[src/rtl/encoder_8_to_3_sequential_pkg.sv]
// encoder_8_to_3_sequential_pkg: shared constants and types for the 8-to-3 event encoder
package encoder_8_to_3_sequential_pkg;
  localparam int N_LINES = 8;
  localparam int CODE_W = 3;
  typedef enum logic {IDLE = 1'b0, PRESENT = 1'b1} state_t;
  localparam logic [CODE_W-1:0] RR_PTR_RST = 3'd7;
endpackage

[src/rtl/encoder_8_to_3_sequential_pick.sv]
// priority_pick_8: finds the first set bit of mask at or after start, wrapping 7 -> 0
//   mask  in  8  candidate bits
//   start in  3  index where the search begins
//   idx   out 3  index of the first set bit found
//   found out 1  mask has at least one set bit
module priority_pick_8
  import encoder_8_to_3_sequential_pkg::*;
(
  input  logic [N_LINES-1:0] mask,
  input  logic [CODE_W-1:0]  start,
  output logic [CODE_W-1:0]  idx,
  output logic               found
);
  logic [2*N_LINES-1:0] dbl;
  logic [N_LINES-1:0]   rot;
  logic [CODE_W-1:0]    off;
  // rotating right by start turns the wrapped search into a plain lowest-bit search
  assign dbl = {mask, mask} >> start;
  assign rot = dbl[N_LINES-1:0];
  always_comb begin
    off = '0;
    for (int i = N_LINES - 1; i >= 0; i--)
      if (rot[i]) off = i[CODE_W-1:0];
  end
  assign idx = start + off;
  assign found = |mask;
endmodule

[src/rtl/encoder_8_to_3_sequential.sv]
// encoder_8_to_3_sequential: captures line events into sticky pending bits and drains them as 3-bit codes
//   clk       in  1  rising-edge clock
//   rst_n     in  1  asynchronous active-low reset
//   in_lines  in  8  event request lines
//   out_lines out 3  registered code of the presented event
//   out_valid out 1  registered, out_lines holds a code
//   out_ready in  1  consumer accepts on out_valid & out_ready
//   busy      out 1  pending events or a code on offer
//   dropped   out 1  one-cycle pulse after an event was lost
module encoder_8_to_3_sequential
  import encoder_8_to_3_sequential_pkg::*;
#(
  parameter bit RR_EN = 1'b0
) (
  input  logic               clk,
  input  logic               rst_n,
  input  logic [N_LINES-1:0] in_lines,
  output logic [CODE_W-1:0]  out_lines,
  output logic               out_valid,
  input  logic               out_ready,
  output logic               busy,
  output logic               dropped
);
  state_t              state;
  logic [N_LINES-1:0]  pending, clr_mask, avail;
  logic [CODE_W-1:0]   rr_ptr, start, idx;
  logic                accept, found, load;
  assign out_valid = state == PRESENT;
  assign accept = out_valid & out_ready;
  assign clr_mask = accept ? N_LINES'(1) << out_lines : '0;
  // avail equals pending in IDLE, so one pick serves both the first load and back-to-back reloads
  assign avail = pending & ~clr_mask;
  assign start = RR_EN ? rr_ptr + 3'd1 : '0;
  assign load = (!out_valid || accept) && found;
  assign busy = |pending | out_valid;
  priority_pick_8 u_pick (
    .mask  (avail),
    .start (start),
    .idx   (idx),
    .found (found)
  );
  always_ff @(posedge clk or negedge rst_n) begin
    if (!rst_n) begin
      state <= IDLE;
      pending <= '0;
      out_lines <= '0;
      dropped <= 1'b0;
      rr_ptr <= RR_PTR_RST;
    end else begin
      pending <= avail | in_lines;
      dropped <= |(in_lines & avail);
      state <= load ? PRESENT : accept ? IDLE : state;
      if (load) out_lines <= idx;
      if (load && RR_EN) rr_ptr <= idx;
    end
  end
endmodule

[config.mk]
export PLATFORM = sky130hd
export DESIGN_NAME = encoder_8_to_3_sequential
export DESIGN_NICKNAME = d
export VERILOG_FILES = /design/src/rtl/encoder_8_to_3_sequential_pkg.sv /design/src/rtl/encoder_8_to_3_sequential_pick.sv /design/src/rtl/encoder_8_to_3_sequential.sv
export SDC_FILE = /design/constraint.sdc
export NUM_CORES = 1
export LEC_CHECK = 0
export ABC_AREA = 1
export CAP_MARGIN = 0
export CORE_AREA = 3 3 56 53
export CTS_CLUSTER_SIZE = 14
export DETAILED_ROUTE_END_ITERATION = 8
export DIE_AREA = 0 0 59 56
export PLACE_DENSITY = 0.61
export SLEW_MARGIN = 30
export SYNTH_ARGS = -nofsm -noshare
export SYNTH_HDL_FRONTEND = slang
export SYNTH_SLANG_ARGS = --single-unit
[constraint.sdc]
create_clock -name clk -period 2.66 [get_ports clk]
set_clock_uncertainty 0.1 [all_clocks]
set_input_delay 0.532 -clock clk [delete_from_list [all_inputs] [get_ports clk]]
set_output_delay 0.532 -clock clk [all_outputs]
set_load 0.03 [all_outputs]
==> flow_summary.toml <==
[min_path]
min_path_type = "flip-flop to flip-flop"

[clock_tree]
h-tree-depth = 1
cts_root_buf = "clkbuf_4"
cts_tree = "yes"
clk_pin_slew_ps = 80
cts.sinks = 13
hold_buffers = 0
post_cts_resized = 0
clock_path_buffers = 2
post_cts_buffers = 0
cts_made_buffers = 3
clk_latency_ps = 270

[routing]
vias = 639
vias_per_cell = 4.38
wl_per_cell_um = 10.4
drt_first_pass_iters = 4
first_iter_violations = 12
drc = 0
wirelength_um = 1510
ant_nets = 0

[floorplanning]
num_io_pins = 17
design.die.area_mm2 = 0.00330
die_y_um = 56
fp.dieW_um = 59
start_util = 0.300
placementRows = 17
core-area_mm2 = 0.00242

[critical_path]
crit_arrival_ps = 1740
worstSetupPathType = "flip-flop to primary output"
cp-start-kind = "flip-flop"
path_cells = "nor4_1, nand3_1, clkdlybuf4s50_1"
critical_path.max_fanout = 3
worstSetupEndpointType = "primary output"
required_ps = 2030
cp_slowest_stage_delay_ps = 610
critical-path-top-delay-family = "buffers and inverters"
path_buf_inv = 1
slowest_stage = "clkdlybuf4s50_1"

[sta]
rsz0062_at_grt = "no"
final.period_utilization = 0.891
slew_headroom = 0.607
hold_viol = 0
setup_viol_count_final = 0
tightest_slew_ps = 588
fmax_mhz = 422
tns_ps = 0
period_needed_ps = 2370
hold-worst-slack_ps = 443
slew_viol_final = 0

[yosys]
syn_area_per_cell_um2 = 7.42
syn_area_um2 = 727
async_reset_ff_frac = 1.00
yosysUniqueCellTypes = 18
ys_ff_latch = 13
ys.flop_type = "dfrtp_1"
synth_top_area_share = 0.448
synth_nets = 109
ys_top_cells_by_count = "nand2_1, inv_1, dfrtp_1"
yosysMostFrequentCell = "nand2_1"
synth.area.top_cells = "dfrtp_1, nand2_1, inv_1"
synth-edff-count = 0
syn_inst = 98
ys_seq_area_frac = 0.448
yosysWarnings = 0
yosys.area.top_type = "dfrtp_1"

[global_routing]
grt_pass1_wl_um = 2640
grtUsageTotal = 0.107
grt_max_degree = 14
grt_overflow = 0
antenna_found_initial = 0
grt_pass1_vias = 624

[placed_design]
postPlaceCellArea_um2 = 922
port_buffers = 16
routabilityCongestion = 0.839
dp_hpwl_um = 1210

[final_layout]
post-route-util = 0.391
area_delta_synth_final_pct = 30.5
finalNetCount = 130
final_design_area_no_fill_um2 = 948
diodes = 0
drive_gt1_frac = 0.169

[flow_run]
maxCapViolations = 0

[pwr]
p_per_area_mw_per_mm2 = 503
p_leak_uw = 0.000399
peakVddDrop_uv = 262

[outcome]
status = "completed"
==> sequential cells by signal, summed over array words and instances (netlist names) <==
register and cells:
dropped 1, out_lines 3, out_valid 1, pending 8
==> stage by stage <==
step	setup slack [ps]	total power, uW	cells
floorplan	1050	309	98
global placement	489	359	142
detailed placement	454	360	142
CTS	272	487	146
global route	188	507	146
finish	291	477	146
==> logic make-up (layout without fill, tap and decap cells) <==
logic type             Yosys count  count (layout)  share of synthesized area
buffers and inverters           15              35                     0.0774
DFF                             13              13                      0.448
AOI/OAI and AO/OA               11              11                     0.0947
and+or+nand+nor                 59              59                      0.380
==> cells in the final DEF, fill, tap and decap left out, drive strengths merged <==
cell type	instances
o21bai	1
or2	2
o21ai	4
nor4	2
nand3	4
dfrtp	13
clkbuf	4
nor2	13
nand2	38
inv	15
a21oi	3
clkdlybuf4s50	16
o22ai	3
==> tightest hold or removal path, cell delays in order, from the launching register on <==
cell	delay (ps)
dfrtp_1	370
nand2_2	90
nand2_1	60
==> path summary, 6_finish.rpt <==
check / slack (ps) / start / endpoint / cells after the start
hold / removal: 440 / pending[0] / pending[0] / 2
min in group asynchronous: 530 / rst_n / pending[7] / 1
setup reg to reg: 1080 / out_lines[1] / out_lines[0] / 9
hold reg to reg: 440 / pending[0] / pending[0] / 2
max in group asynchronous: 1550 / rst_n / pending[1] / 1
setup / recovery: 290 / pending[7] / busy / 3
==> per-layer routing <==
layer,global-route usage,share of wire,up-vias
li1,-,-,344
met1,0.143,0.47,283
met2,0.155,0.47,10
met3,0.0209,0.040,2
met4,0.0680,0.012,0
met5,0,0,-
==> layout make-up <==
cell class | count | area, um2
Fill cell | 273 | 1480
Multi-Input combinational cell | 70 | 345
Sequential cell | 13 | 325
Timing Repair Buffer | 16 | 160
Inverter | 15 | 56.3
Tap cell | 28 | 35.0
Clock buffer | 4 | 26.3
==> where the power goes <==
group / switching (uW) / internal [uW]
clock: 64.5 / 58.1
combinational: 73.1 / 52.5
sequential: 17.2 / 212
total: 155 / 322
Note: power is estimated with default switching activity, not from simulation.
